`src/rtl/vx_mcommit_merge_pkg.sv`:
```
// Shared matrix commit definitions: instruction/type encodings, the expected
// micro-op count function and the per-warp merge context layout.
package vx_mcommit_merge_pkg;

  localparam int M_INSTR_BITS   = 3;
  localparam int M_TYPE_BITS    = 2;
  localparam int MC_NUM_THREADS = 4;
  localparam int MC_UUID_W      = 16;
  localparam int MC_CNT_W       = 4;

  localparam logic [M_INSTR_BITS-1:0] MLOAD_ID  = 3'd1;
  localparam logic [M_INSTR_BITS-1:0] MMUL_ID   = 3'd2;
  localparam logic [M_INSTR_BITS-1:0] MSTORE_ID = 3'd3;
  localparam logic [M_INSTR_BITS-1:0] MADD_ID   = 3'd4;

  localparam logic [M_TYPE_BITS-1:0] MATRIX_A = 2'd0;
  localparam logic [M_TYPE_BITS-1:0] MATRIX_B = 2'd1;
  localparam logic [M_TYPE_BITS-1:0] MATRIX_C = 2'd2;

  typedef struct packed {
    logic                          active;
    logic [MC_UUID_W-1:0]          uuid;
    logic [M_INSTR_BITS-1:0]       m_instr_id;
    logic [MC_CNT_W:0]             expect_cnt;
    logic [MC_NUM_THREADS-1:0]     tmask_acc;
    logic [(1<<MC_CNT_W)-1:0]      recv_mask;
    logic [MC_CNT_W:0]             recv_cnt;
  } mcommit_ctx_t;

  // Computed one bit wider than the row size so row_size+1 never wraps.
  function automatic logic [MC_CNT_W:0] mcommit_expect(
    input logic [M_INSTR_BITS-1:0] m_instr_id,
    input logic [M_TYPE_BITS-1:0]  m_type,
    input logic [MC_CNT_W-1:0]     row_size
  );
    logic [MC_CNT_W:0] cnt;
    cnt = (MC_CNT_W+1)'(1);
    if (m_instr_id == MLOAD_ID && (m_type == MATRIX_A || m_type == MATRIX_B))
      cnt = {1'b0, row_size};
    else if (m_instr_id == MMUL_ID)
      cnt = {1'b0, row_size} + 1'b1;
    return cnt;
  endfunction

endpackage

```
`src/rtl/vx_mcommit_ctx.sv`:
```
// One warp's merge context: records received micro-op indices and flags
// completion or a protocol violation for the beat routed to it.
module vx_mcommit_ctx
  import vx_mcommit_merge_pkg::*;
(
  input  logic                      clk,
  input  logic                      reset,
  input  logic                      beat_valid,
  input  logic [MC_UUID_W-1:0]      beat_uuid,
  input  logic [M_INSTR_BITS-1:0]   beat_instr_id,
  input  logic [MC_CNT_W:0]         beat_expect,
  input  logic [MC_NUM_THREADS-1:0] beat_tmask,
  input  logic [MC_CNT_W-1:0]       beat_idx,
  output logic                      beat_err,
  output logic                      done,
  output logic [M_INSTR_BITS-1:0]   done_instr_id,
  output logic [MC_CNT_W:0]         done_count,
  output logic [MC_NUM_THREADS-1:0] done_tmask
);

  mcommit_ctx_t ctx_q, ctx_d;
  logic [MC_CNT_W:0]         eff_expect;
  logic [MC_CNT_W:0]         cnt_next;
  logic [MC_NUM_THREADS-1:0] acc_tmask;

  always_ff @(posedge clk) begin
    if (reset) ctx_q <= '0;
    else       ctx_q <= ctx_d;
  end

  // Once active, the latched expectation governs the rest of the macro.
  always_comb begin
    eff_expect    = ctx_q.active ? ctx_q.expect_cnt : beat_expect;
    cnt_next      = ctx_q.active ? ctx_q.recv_cnt + 1'b1 : (MC_CNT_W+1)'(1);
    acc_tmask     = (ctx_q.active ? ctx_q.tmask_acc : '0) | beat_tmask;
    done_instr_id = ctx_q.active ? ctx_q.m_instr_id : beat_instr_id;
    done_count    = eff_expect;
    done_tmask    = acc_tmask;
    ctx_d         = ctx_q;
    beat_err      = 1'b0;
    done          = 1'b0;
    if (beat_valid) begin
      if (ctx_q.active && beat_uuid != ctx_q.uuid) begin
        beat_err = 1'b1;
      end else if ({1'b0, beat_idx} >= eff_expect) begin
        beat_err = 1'b1;
      end else if (ctx_q.active && ctx_q.recv_mask[beat_idx]) begin
        beat_err = 1'b1;
      end else if (cnt_next == eff_expect) begin
        done  = 1'b1;
        ctx_d = '0;
      end else begin
        ctx_d.active              = 1'b1;
        ctx_d.uuid                = beat_uuid;
        ctx_d.m_instr_id          = done_instr_id;
        ctx_d.expect_cnt          = eff_expect;
        ctx_d.recv_mask[beat_idx] = 1'b1;
        ctx_d.recv_cnt            = cnt_next;
        ctx_d.tmask_acc           = acc_tmask;
      end
    end
  end

endmodule

```
`src/rtl/vx_mcommit_merge.sv`:
```
// Merges matrix micro-op commits into one macro-commit per instruction;
// single-op commits bypass the per-warp contexts.
module vx_mcommit_merge
  import vx_mcommit_merge_pkg::*;
#(
  parameter int NUM_WARPS   = 4,
  parameter int NUM_THREADS = MC_NUM_THREADS,
  parameter int UUID_W      = MC_UUID_W,
  parameter int CNT_W       = MC_CNT_W,
  parameter int WID_W       = (NUM_WARPS > 1) ? $clog2(NUM_WARPS) : 1
)(
  input  logic                    clk,
  input  logic                    reset,
  input  logic                    in_valid,
  output logic                    in_ready,
  input  logic [WID_W-1:0]        in_wid,
  input  logic [UUID_W-1:0]       in_uuid,
  input  logic [NUM_THREADS-1:0]  in_tmask,
  input  logic [M_INSTR_BITS-1:0] in_m_instr_id,
  input  logic [M_TYPE_BITS-1:0]  in_m_type,
  input  logic [CNT_W-1:0]        in_m_row_size,
  input  logic [CNT_W-1:0]        in_m_idx,
  output logic                    out_valid,
  input  logic                    out_ready,
  output logic [WID_W-1:0]        out_wid,
  output logic [UUID_W-1:0]       out_uuid,
  output logic [NUM_THREADS-1:0]  out_tmask,
  output logic [M_INSTR_BITS-1:0] out_m_instr_id,
  output logic [CNT_W:0]          out_count,
  output logic                    err
);

  logic                    beat_fire, bypass;
  logic [CNT_W:0]          beat_expect;
  logic [NUM_WARPS-1:0]    ctx_sel, ctx_err, ctx_done;
  logic [M_INSTR_BITS-1:0] ctx_id    [NUM_WARPS];
  logic [CNT_W:0]          ctx_count [NUM_WARPS];
  logic [NUM_THREADS-1:0]  ctx_tmask [NUM_WARPS];

  logic                    out_valid_q, out_valid_d;
  logic [WID_W-1:0]        out_wid_q, out_wid_d;
  logic [UUID_W-1:0]       out_uuid_q, out_uuid_d;
  logic [NUM_THREADS-1:0]  out_tmask_q, out_tmask_d;
  logic [M_INSTR_BITS-1:0] out_id_q, out_id_d;
  logic [CNT_W:0]          out_count_q, out_count_d;
  logic                    err_q, err_d;

  assign in_ready    = !out_valid_q || out_ready;
  assign beat_fire   = in_valid && in_ready;
  assign beat_expect = mcommit_expect(in_m_instr_id, in_m_type, in_m_row_size);
  assign bypass      = (beat_expect == (CNT_W+1)'(1));

  genvar gi;
  generate
    for (gi = 0; gi < NUM_WARPS; gi++) begin : g_ctx
      assign ctx_sel[gi] = beat_fire && !bypass && (in_wid == WID_W'(gi));
      vx_mcommit_ctx u_ctx (
        .clk           (clk),
        .reset         (reset),
        .beat_valid    (ctx_sel[gi]),
        .beat_uuid     (in_uuid),
        .beat_instr_id (in_m_instr_id),
        .beat_expect   (beat_expect),
        .beat_tmask    (in_tmask),
        .beat_idx      (in_m_idx),
        .beat_err      (ctx_err[gi]),
        .done          (ctx_done[gi]),
        .done_instr_id (ctx_id[gi]),
        .done_count    (ctx_count[gi]),
        .done_tmask    (ctx_tmask[gi])
      );
    end
  endgenerate

  // At most one context sees a beat per cycle, so in_wid selects the completer.
  always_comb begin
    out_valid_d = out_valid_q && !out_ready;
    out_wid_d   = out_wid_q;
    out_uuid_d  = out_uuid_q;
    out_tmask_d = out_tmask_q;
    out_id_d    = out_id_q;
    out_count_d = out_count_q;
    err_d       = err_q | (|ctx_err);
    if (beat_fire && bypass) begin
      out_valid_d = 1'b1;
      out_wid_d   = in_wid;
      out_uuid_d  = in_uuid;
      out_tmask_d = in_tmask;
      out_id_d    = in_m_instr_id;
      out_count_d = (CNT_W+1)'(1);
    end else if (|ctx_done) begin
      out_valid_d = 1'b1;
      out_wid_d   = in_wid;
      out_uuid_d  = in_uuid;
      out_tmask_d = ctx_tmask[in_wid];
      out_id_d    = ctx_id[in_wid];
      out_count_d = ctx_count[in_wid];
    end
  end

  always_ff @(posedge clk) begin
    if (reset) begin
      out_valid_q <= 1'b0;
      out_wid_q   <= '0;
      out_uuid_q  <= '0;
      out_tmask_q <= '0;
      out_id_q    <= '0;
      out_count_q <= '0;
      err_q       <= 1'b0;
    end else begin
      out_valid_q <= out_valid_d;
      out_wid_q   <= out_wid_d;
      out_uuid_q  <= out_uuid_d;
      out_tmask_q <= out_tmask_d;
      out_id_q    <= out_id_d;
      out_count_q <= out_count_d;
      err_q       <= err_d;
    end
  end

  assign out_valid      = out_valid_q;
  assign out_wid        = out_wid_q;
  assign out_uuid       = out_uuid_q;
  assign out_tmask      = out_tmask_q;
  assign out_m_instr_id = out_id_q;
  assign out_count      = out_count_q;
  assign err            = err_q;

endmodule
```
`config.mk`:
```
export PLATFORM = sky130hd
export DESIGN_NAME = vx_mcommit_merge
export DESIGN_NICKNAME = d
export VERILOG_FILES = /design/src/rtl/vx_mcommit_merge_pkg.sv /design/src/rtl/vx_mcommit_ctx.sv /design/src/rtl/vx_mcommit_merge.sv
export SDC_FILE = /design/constraint.sdc
export NUM_CORES = 1
export LEC_CHECK = 0
export ABC_AREA = 1
export BUFFER_PORTS_ARGS = -buffer_cell sky130_fd_sc_hd__buf_2
export CORE_MARGIN = 4
export CORE_UTILIZATION = 30
export DETAILED_ROUTE_END_ITERATION = 10
export SLEW_MARGIN = 30
export SYNTH_ARGS = -nofsm -noshare
export SYNTH_HDL_FRONTEND = slang
export SYNTH_SLANG_ARGS = --single-unit
```
`constraint.sdc`:
```
create_clock -name clk -period 2.7 [get_ports clk]
set_input_delay 0.135 -clock clk [delete_from_list [all_inputs] [get_ports clk]]
set_output_delay 0.135 -clock clk [all_outputs]
set_load 0.05 [all_outputs]
```
======== Word level (Yosys, flattened, before mapping) ========
Cells that the tools add are included.
word-level totals
  register bits after elaboration ......... 232
  input port bits ......................... 39
  output and inout port bits .............. 33
cells by class
  add/subtract/negate cells ............... 5
  $lt $le $gt $ge ......................... 7
  equality and inequality tests ........... 15
  muxes and demuxes ....................... 89
  bitwise operators ....................... 22
  reductions and logical operators ........ 33
operators with widths
  cell                                                                  number
  50-bit two-way mux                                                    4
  16-bit != test                                                        4
  16-bit OR                                                             4
  5-bit two-way mux                                                     12
  1-bit two-way mux                                                     45
  16-bit two-way mux                                                    2
  4-bit two-way mux                                                     8
  3-bit two-way mux                                                     8
  5-bit by 1-bit adder with 5-bit output, second input constant         4
  5-bit == test                                                         4
  4-bit by 5-bit >= comparator with 1-bit output                        4
  1-bit logical AND                                                     18
  1-bit binary-select mux with 4-bit select                             4
  4-bit OR                                                              4
  4-bit AND reduction                                                   4
  1-bit NOT                                                             12
  5-bit binary-select mux with 2-bit select                             1
  4-bit binary-select mux with 2-bit select                             1
  4-bit OR reduction                                                    2
  3-bit binary-select mux with 2-bit select                             1
  4-bit by 1-bit adder with 5-bit output, second input constant         1
  5-bit by 1-bit == test with 1-bit output, second input constant       1
  4-bit by 5-bit < comparator with 1-bit output, second input constant  1
  1-bit demux with 4-bit select                                         1
  other kinds (14)                                                      21

======== Logic depth before layout (Yosys ltp) ========
Gate-level depths: netlist of the first run.
  depth after elaboration ................. 14
  depth in mapped cells ................... 24

======== Modules after synthesis ========
Synthesis of the first run repeated with hierarchy kept, for this count alone.
second synthesis, totals
  cell total of the unflattened synthesis .. 2414
  area, all modules ....................... 14948.1 um^2
by module, submodules not included
  module                               times used  cells each  area each (um^2)
  vx_mcommit_ctx (g_ctx[0].u_ctx ...)  3           534         3270.6
  vx_mcommit_ctx (g_ctx[3].u_ctx)      1           534         3269.4
  vx_mcommit_merge                     1           278         1866.8

======== Least setup slack after synthesis of the first run ========
OpenSTA, ideal clock, no wires.
  path kind ............................... register to register
  start ................................... register g_ctx[2].u_ctx.ctx_q[49] (netlist bit)
  end ..................................... register g_ctx[2].u_ctx.ctx_q[49] (netlist bit)
  data arrival time ....................... 2.495 ns
  data required time ...................... 2.568 ns
  setup slack ............................. 0.074 ns
  stages on the path, launching flop included .. 16
  buffers on the path ..................... 3
  path through ............................ dfxtp_1 inv_1 clkbuf_1 or2_2 nand2_1 ha_1 a21oi_1 nand2_1 a21oi_1 o21ai_0 nand2_1 nand3_1 buf_2 o21ai_2 buf_2 a21oi_1
on the way
  word-level cells in the longest chain between the ends .. 4
  elaborated cells on any way between the ends .. 11
ends and longest elaborated chain
  what                                            RTL line              source
  start, declared                                 vx_mcommit_ctx.sv:21  mcommit_ctx_t ctx_q, ctx_d;
  start signal, assigned                          vx_mcommit_ctx.sv:28  else ctx_q <= ctx_d;
  5-bit two-way mux                               vx_mcommit_ctx.sv:33  eff_expect = ctx_q.active ? ctx_q.expect_cnt : beat_expect;
  4-bit by 5-bit >= comparator with 1-bit output  vx_mcommit_ctx.sv:45  end else if ({1'b0, beat_idx} >= eff_expect) begin
  1-bit NOT (no line)                             -
  4-bit AND reduction (no line)                   -
Several ways; a longest one is shown, not always the timed one.
A chain may end at the register's enable or synchronous reset.

======== Worst setup path after layout of the first run ========
  start ................................... register g_ctx[2].u_ctx.ctx_q[49] (netlist bit)
  end ..................................... register out_tmask_q[2], in the netlist out_tmask[2]
on the way
  word-level cells in the longest chain between the ends .. 9
  elaborated cells on any way between the ends .. 20
ends and longest elaborated chain
  what                                  RTL line                                    source
  5-bit two-way mux (on tied branches)  vx_mcommit_ctx.sv:34, vx_mcommit_ctx.sv:33
  5-bit == test                         vx_mcommit_ctx.sv:49                        end else if (cnt_next == eff_expect) begin
  1-bit two-way mux                     vx_mcommit_ctx.sv:49
  1-bit two-way mux                     vx_mcommit_ctx.sv:47                        end else if (ctx_q.active && ctx_q.recv_mask[beat_idx]) begin
  1-bit two-way mux                     vx_mcommit_ctx.sv:45
  1-bit two-way mux                     vx_mcommit_ctx.sv:43                        if (ctx_q.active && beat_uuid != ctx_q.uuid) begin
  1-bit two-way mux                     vx_mcommit_ctx.sv:42                        if (beat_valid) begin
  4-bit OR reduction                    vx_mcommit_merge.sv:91                      end else if (|ctx_done) begin
  2-bit nonzero test (no line)          -
  end signal, assigned                  vx_mcommit_merge.sv:114                     out_tmask_q <= out_tmask_d;
  end, declared                         vx_mcommit_merge.sv:43                      logic [NUM_THREADS-1:0] out_tmask_q, out_tmask_d;
Several ways; a longest one is shown, not always the timed one. The select of a mux whose other input is x is not followed.

==> impl_results.md, run 1 <==
- Status: finished, final reports clean
- Hold Path End: g_ctx[0].u_ctx.ctx_q[39]$_SDFFE_PP0P_
- Port Buf Inserts: 70
- Hold WC Path Type: primary input to register
- Final Critical Period: 2560 ps
- Slack of the critical path: roughly 140 ps
- Number of flops mapped to enable cells by yosys: 0
- RSZ-0062 raised after global routing: no
- Worst Hold Depth: 4
- Clock Skews: a little over 30 ps
- I/O pin count: 72
- Logic gate share of total power: 13.8%
- Max VDD drop: 0.425 mV
- Max-Slew Margin vs Limit: 44.6%
- Chip width: around 210 um
- Post-Syn Instances: 1886
- Top achievable clock speed: 390 MHz
- Area after DPL: between 10000 and 15000 um2
- Adder-cell share of the synthesized area: 1.33%
- CTS Sinks: between 200 and 250
- Share of post-route cells with drive strength above 1: 14.9%
- Crit end category: register
- Root buf cell: clkbuf_16
- Total CTS buffers: 27
- RD Place Congestion: 0.917
- Clk Latency, worst-skew pair: 560 ps
- Worst-path clk slew: 60 ps
- Net Sw Frac: roughly 28%
- Main combinational cell family by area after synthesis: simple AND/OR/NAND/NOR gates
- Leakage power: 6.27 nW
- Crit Reg-Reg Endpoint: out_tmask[2]$_SDFFE_PP0P_
- Final number of max-transition violations: 0
- Ant diodes: 0
- Overflow left after global routing: 0
- R2R Path Start: g_ctx[2].u_ctx.ctx_q[49]$_SDFFE_PP0P_
- WL/cell: 15.2 um
- DRC errors left: 0
- Synth Warn #: 0
- Sequential area share after synthesis: 38.1%
- DRT iter0 DRCs: 1068
- Yosys top cell by area: dfxtp_1
- Synth top area share: a little under two fifths
- Antenna violations before repair: 2
- Period utilization: 94.9%
- Syn Area/Cell: approximately 6.5 um2
- Placed insts: approximately 2500
- Starting Density: 30.6%
- Commonest cells post-synth: nand2_1, dfxtp_1, a21oi_1, inv_1, nor2_1
- P_sw: 2.29 mW
- Power, Total: 8.25 mW
- Critical-path maximum fanout: 10
- Setup Slack @ Placement: -178 ps
- Tightest hold margin: 24.3 ps
- Setup Viol. Count Final: 0
- Dominant cells by area after synthesis: dfxtp_1, nand2_1, a21oi_1
- CP startpoint kind: register
- Final Hold Violating Endpoints: 0
- R2R Setup Slk: 140 ps
- H-tree depth: 1
- Post-Route WL: 39100 um
- Pin count of the biggest net entering global routing: 65
- #FFs+latches synth: 232
- Mux cell area share after synthesis: less than 1%
- Complex-gate fraction of the synthesized area: 13.3%
- Number of nets in the layout: 2081
- Distinct cells, synth: 40
- Actual slew at the worst max-slew pin: between 800 and 900 ps
- CP required: ~3200 ps
- Num rows: 73
- Post-DP HPWL: 27600 um
- Asr flop ratio synth: 0%
- GRT Util Overall: 16.6%
- Fin cells: 2572
- Clk network pwr share: 43.6%
- Design Area, Final: 15100 um2
- Sequential power share: 42.6%
- Count leader, synth: nand2_1
- Via density: 4.77
- Crit path DAT: about 3000 ps
- Ys flop type: dfxtp_1
- Crit Path Category: register to register
- Vias in the first global route: 11074
- Simple-gate area share of the yosys netlist: 32.2%
- Area Overhead vs Synth: 23.5%
- Max Buffers Root-to-Sink: 3
- R2r worst-path depth: 20
- Die Ht: 210 um
- Net count after synthesis: 1938
- Pwr/cell area: 548 nW/um2
- Post-Synth XOR/XNOR Area: ~3.7%
- First-pass GRT wire length: 59800 um
- Synthesized area: between 10000 and 15000 um2
- Max Cap Viol: 0
- Via count: between 10000 and 15000
- TritonCTS clock tree: yes
- Core Area: about 40000 um2
- 1st-pass router iterations: 7
- Routed Antenna Nets: 0
- Total die area: 43900 um2
- Internal: 5.96 mW
- Hold Path Origin: in_uuid[6]
-- cells in the final DEF (no fill, tap or decap), drive strengths merged, types with 26 or more instances in the layout --
cell and instances:
inv 231, nand2 659, nor2 153, nand3 76, xnor2 45, or2 26
buf 186, o21ai 41, nand4 37, clkbuf 40, a21oi 230, dfxtp 232
-- layout make-up --
cell class                      count  area (um2)
Timing Repair Buffer              211        1750
Clock buffer                       36         739
Multi-Input combinational cell   1322        6260
Fill cell                        4197       24900
Inverter                          235         882
Clock inverter                     11         121
Sequential cell                   232        4650
Tap cell                          525         657
-- flip-flops by register name, indices dropped and copies added, names as in the netlist --
| signal | cells |
|---|---|
| g_ctx.u_ctx.ctx_q | 200 |
| out_wid | 2 |
| out_valid | 1 |
| out_tmask | 4 |
| out_m_instr_id | 3 |
| err | 1 |
| out_count | 5 |
| out_uuid | 16 |
-- cell families after synthesis --
group,Yosys count
buf+inv,332
flops,232
simple gates,956
compound gates,299
mux,3
fa+ha+maj,13
xor+xnor,51
-- worst max-delay path, stage by stage, from the launching register on --
cell and delay, ps:
dfxtp_2 320, inv_2 120, nand3_1 110, o21ai_2 80, ha_1 250, inv_1 50, nand2_1 60, a21oi_2 170
nand2_1 90, a21oi_2 130, o21ai_1 70, nand2_1 130, nand3_4 100, nor2_1 110, buf_4 150, nor2_4 60
nand3_4 130, clkbuf_16 180, nand2_1 60, inv_1 50, nor2_1 40
-- layer usage --
metal	track usage [%]	share of wire (%)	up-vias	wire length (um)
met2	25.2	44	362	17100
met4	4.82	2.3	4	880
li1	-	-	6192	-
met5	0	0.067	-	26
met3	2.44	6.5	60	2550
met1	24.5	47	5639	18500
-- worst max-delay path by stage --
stage	from	end	slack, ps	cells after the start
finish	g_ctx[2].u_ctx.ctx_q[49]$_SDFFE_PP0P_	out_tmask[2]$_SDFFE_PP0P_	140	20
global route	g_ctx[1].u_ctx.ctx_q[49]$_SDFFE_PP0P_	g_ctx[1].u_ctx.ctx_q[0]$_SDFFE_PP0P_	2	15
CTS	g_ctx[2].u_ctx.ctx_q[49]$_SDFFE_PP0P_	out_count[2]$_SDFFE_PP0P_	50	17
detailed placement	in_m_instr_id[0]	g_ctx[3].u_ctx.ctx_q[27]$_SDFFE_PP0P_	-180	21
global placement	in_m_instr_id[0]	out_uuid[11]$_SDFFE_PP0P_	-220	22
floorplan	g_ctx[2].u_ctx.ctx_q[49]$_SDFFE_PP0P_	g_ctx[2].u_ctx.ctx_q[49]$_SDFFE_PP0P_	70	15
-- stage by stage --
step,setup TNS [ps],utilization (%)
3_3_place_gp,-26560,34.4
5_1_grt,0,37.7
4_1_cts,0,37.0
3_5_place_dp,-20780,34.4
2_1_floorplan,0,-
6_report,0,37.7
-- repair_timing --
item                                    4_1_cts  5_1_grt
resized for setup                             1       32
hold endpoints to repair                     66        0
hold buffers                                 21        0
pin swaps                                     0        4
setup buffers                                 0        7
endpoints found under the setup margin        3      215
gates cloned                                  0        5
-- power groups by stage --
stage                     registers (mW)  clock network, mW  logic, mW
final                               3.52               3.59       1.14
after global routing                3.52               3.82       1.23
after CTS                           3.52               3.68       1.11
after detailed placement            3.59                  0       1.08
after global placement              3.59                  0       1.07
after floorplan                     3.75                  0      0.534
Power figures use the tool's default switching activity.
==> run 2: changes to the inputs <==
--- a/config.mk
+++ b/config.mk
@@ -13,4 +13,5 @@
 export SLEW_MARGIN = 30
 export SYNTH_ARGS = -nofsm -noshare
 export SYNTH_HDL_FRONTEND = slang
+export SYNTH_HIERARCHICAL = 1
 export SYNTH_SLANG_ARGS = --single-unit
==> run 2 against run 1 <==
Maximum frequency shrank 0.68%. Sequential power barely moved. Sequential share of layout area shrank 4.6 points. Via count grew 30%. Largest power group unchanged. Largest cell class unchanged. Clock-buffer cell count up 4. Flip-flop and latch count is the same. Worst setup slack got worse by 18 ps.
==> impl_results.md, run 2 <==
- Post-Route WL: 49600 um (+27%)
- Core Area: 49100 um2 (+23%)
- First-pass GRT wire length: 79200 um (+32%)
- Max VDD drop: 0.520 mV (+23%)
- Dominant cells by area after synthesis: dfxtp_1, nand2_1, a21oi_1
- Most common cell after layout, fill and taps aside: nand2_1
- Setup Viol. Count Final: 0 (unchanged)
- Total CTS buffers: 27 (unchanged)
- Leakage power: 7.65 nW (+22%)
- Status: finished, final reports clean
- RD Place Congestion: 0.925 (+0.92%)
- GRT Util Overall: 17.9% (+1.3 points)
- Hold Path Origin: in_uuid[14]
- CP required: 3150 ps (about the same)
- CTS Sinks: 232 (unchanged)
- Port Buf Inserts: 70 (unchanged)
- Period utilization: 95.5% (+0.65 points)
- Crit path DAT: 3030 ps (about the same)
- Syn Area/Cell: 6.19 um2 (-4.2%)
- Final number of max-transition violations: 0 (unchanged)
- WL/cell: 15.4 um (+1.4%)
- Clock Skews: 8.43 ps (-22.5 ps)
- R2r worst-path depth: 18 (-10%)
- Simple-gate area share of the yosys netlist: 40.1% (+8.0 points)
- Top achievable clock speed: 388 MHz (-0.68%)
- Synth Warn #: 6 (+6)
- Post-Synth XOR/XNOR Area: 1.41% (-2.3 points)
- CP startpoint kind: register
- R2R Setup Slk: 120 ps (-20 ps)
- Post-DP HPWL: 33300 um (+20%)
- Reg with most FFs: g_ctx.u_ctx/ctx_q
- Antenna violations before repair: 3 (+1)
- Pin count of the biggest net entering global routing: 94 (+45%)
- Distinct cells, synth: 36 (-10%)
- Critical Path Most Common Cell: nand2_1
- Die Ht: 231 um (+10%)
- Crit Reg-Reg Endpoint: out_count[2]$_SDFFE_PP0P_
- Complex-gate fraction of the synthesized area: 13.9% (+0.58 points)
- Max-Slew Margin vs Limit: 46.0% (+1.3 points)
- Commonest cells after routing, fill and taps aside: nand2_1, nor2_1, a21oi_1
- 1st-pass router iterations: 6 (-1)
- Via density: 4.95 (+3.8%)
- Hold Path End: out_uuid[14]$_SDFFE_PP0P_
- Number of nets in the layout: 2596 (+25%)
- Hold WC Path Type: primary input to register
- Fillers: 5285 (+26%)
- Number of flops mapped to enable cells by yosys: 0 (unchanged)
- Max incr delay on CP: 360 ps (+40 ps)
- Worst-path clk slew: 60 ps (about the same)
- Clk Latency, worst-skew pair: 560 ps (about the same)
- Num rows: 81 (+11%)
- Commonest cells post-synth: nand2_1, nor2_1, a21oi_1, nand3_1, inv_1
- Max Buffers Root-to-Sink: 3 (unchanged)
- Share of post-route cells with drive strength above 1: 16.1% (+1.1 points)
- Area Overhead vs Synth: 18.6%
- Mux cell area share after synthesis: 0% (-0.25 points)
- Crit-path cells: buf_4 -> nand2_1 -> nand2_1 -> ha_1 -> nand2_1 -> a21oi_1 -> nand2_1 -> a21oi_2 -> a21oi_4 -> nand3_1 -> inv_1 -> nor2_1 -> nand2_2 -> clkinv_4 -> buf_4 -> a21oi_1 -> a21oi_1 -> nor2_1
- Crit end category: register
- Yosys top cell by area: dfxtp_1
- Post-Syn Instances: 2414 (+28%)
- Power, Total: 8.92 mW (+8.1%)
- #FFs+latches synth: 232 (unchanged)
- Actual slew at the worst max-slew pin: 810 ps (-19.7 ps)
- Main combinational cell family by area after synthesis: simple AND/OR/NAND/NOR gates
- I/O pin count: 72 (unchanged)
- DRT iter0 DRCs: 1281 (+20%)
- Critical-path maximum fanout: 13 (+3)
- Adder-cell share of the synthesized area: 1.76% (+0.42 points)
- TritonCTS clock tree: yes
- Net count after synthesis: 2474 (+28%)
- Pwr/cell area: 503 nW/um2 (-8.1%)
- Final Hold Violating Endpoints: 0 (unchanged)
- Worst path slowest cell: dfxtp_2
- Root buf cell: clkbuf_16
- Starting Density: 30.5% (-0.077 points)
- DRC errors left: 0 (unchanged)
- Crit Path Category: register to register
- Max reg flops: 200 (unchanged)
- Synth top area share: 31.1% (-7.0 points)
- R2R Path Start: g_ctx[0].u_ctx/ctx_q[49]$_SDFFE_PP0P_
- Overflow left after global routing: 0 (unchanged)
- Count leader, synth: nand2_1
- Fin cells: 3218 (+25%)
- Total die area: 53500 um2 (+22%)
- Max Cap Viol: 0 (unchanged)
- Crit path launch: g_ctx[0].u_ctx/ctx_q[49]$_SDFFE_PP0P_
- Chip width: 231 um (+10%)
- Routed Antenna Nets: 0 (unchanged)
- Vias in the first global route: 14840 (+34%)
- Final Critical Period: 2580 ps (+17.6 ps)
- Synthesized area: 14900 um2 (+23%)
- H-tree depth: 1 (unchanged)
- Ys flop type: dfxtp_1
- Worst Hold Depth: 3 (-1)
- Asr flop ratio synth: 0% (unchanged)
- Placed insts: 3149 (+26%)
- Sequential area share after synthesis: 31.1% (-7.0 points)
- Via count: 15925 (+30%)
-- run 2: cell count changes after synthesis, moves of 32 or more --
| cell | change |
|---|---|
| nor2_1 | +191 |
| nand3_1 | +183 |
| xnor2_1 | -45 |
| nand2_2 | +40 |
| a21oi_2 | +39 |
| a21oi_1 | +36 |
| buf_2 | +32 |
-- run 2: report_power, final --
part / total [mW] / internal (mW) / switching [mW]
Clock: 3.56 / 2.06 / 1.50
Sequential: 3.52 / 3.48 / 0.0415
Combinational: 1.84 / 0.520 / 1.32
-- run 2: repair_timing --
| action | CTS | global route |
|---|---|---|
| pin swaps | 0 | 3 |
| hold buffers | 19 | 0 |
| endpoints found under the setup margin | 27 | 77 |
| hold endpoints to repair | 50 | 0 |
| setup buffers | 0 | 1 |
| cloned | 0 | 2 |
| resized for setup | 5 | 26 |
-- run 2: cell type report --
cell class,instances,area [um2],area share (%)
inverters,255,975,5.50
multi-input cells,1789,8630,48.7
clock buffers,40,774,4.37
flip-flops and latches,232,4650,26.3
repair buffers,230,1800,10.1
diodes,1,2.50,0.0141
repair inverters,1,6.26,0.0353
clock inverters,6,58.8,0.332
well taps,664,831,4.69
-- run 2: cell families (layout without fill, tap and decap cells) --
logic type / after synthesis / after routing
AOI/OAI and AO/OA: 359 / 359
other: 0 / 1
xor gates and xnor gates: 24 / 24
adders and majority gates: 21 / 21
buffers and inverters: 393 / 532
and+or+nand+nor: 1385 / 1385
DFF: 232 / 232
-- run 2: through the flow --
step                      TNS [ps]  worst slack (ps)  area (um2)  utilization, %  hold WS, ps
after floorplan              -6.08             -6.08       15000               -          204
after global placement      -44150              -420       16600            33.8          438
after detailed placement    -52600              -511       16600            33.8          441
after CTS                        0              31.8       17600            35.9        0.392
after global routing         -27.4             -27.4       17700            36.1         25.1
final                            0               121       17700            36.1         23.5
-- run 2: how the worst max path moves through the flow --
stage	to	depth (start not counted)	slack, ps
2_1_floorplan	out_tmask[3]$_SDFFE_PP0P_	21	-6
3_3_place_gp	out_uuid[15]$_SDFFE_PP0P_	22	-420
3_5_place_dp	out_uuid[14]$_SDFFE_PP0P_	24	-510
4_1_cts	out_uuid[12]$_SDFFE_PP0P_	18	30
5_1_grt	out_count[2]$_SDFFE_PP0P_	18	-30
6_report	out_count[2]$_SDFFE_PP0P_	18	120
-- run 2: worst max-delay path, delay by kind of cell, from the launching register on --
family          cells  cell delay, ps
simple gates        8             730
compound gates      5             600
fa+ha+maj           1             270
flops               1             360
buf+inv             4             500
-- run 2: routing by layer --
layer / GRT usage (%) / vias up / wire [um]
li1: - / 7918 / -
met1: 23.8 / 7412 / 22000
met5: 0 / - / 25
met4: 6.00 / 4 / 1650
met2: 30.1 / 489 / 23000
met3: 2.24 / 102 / 2900
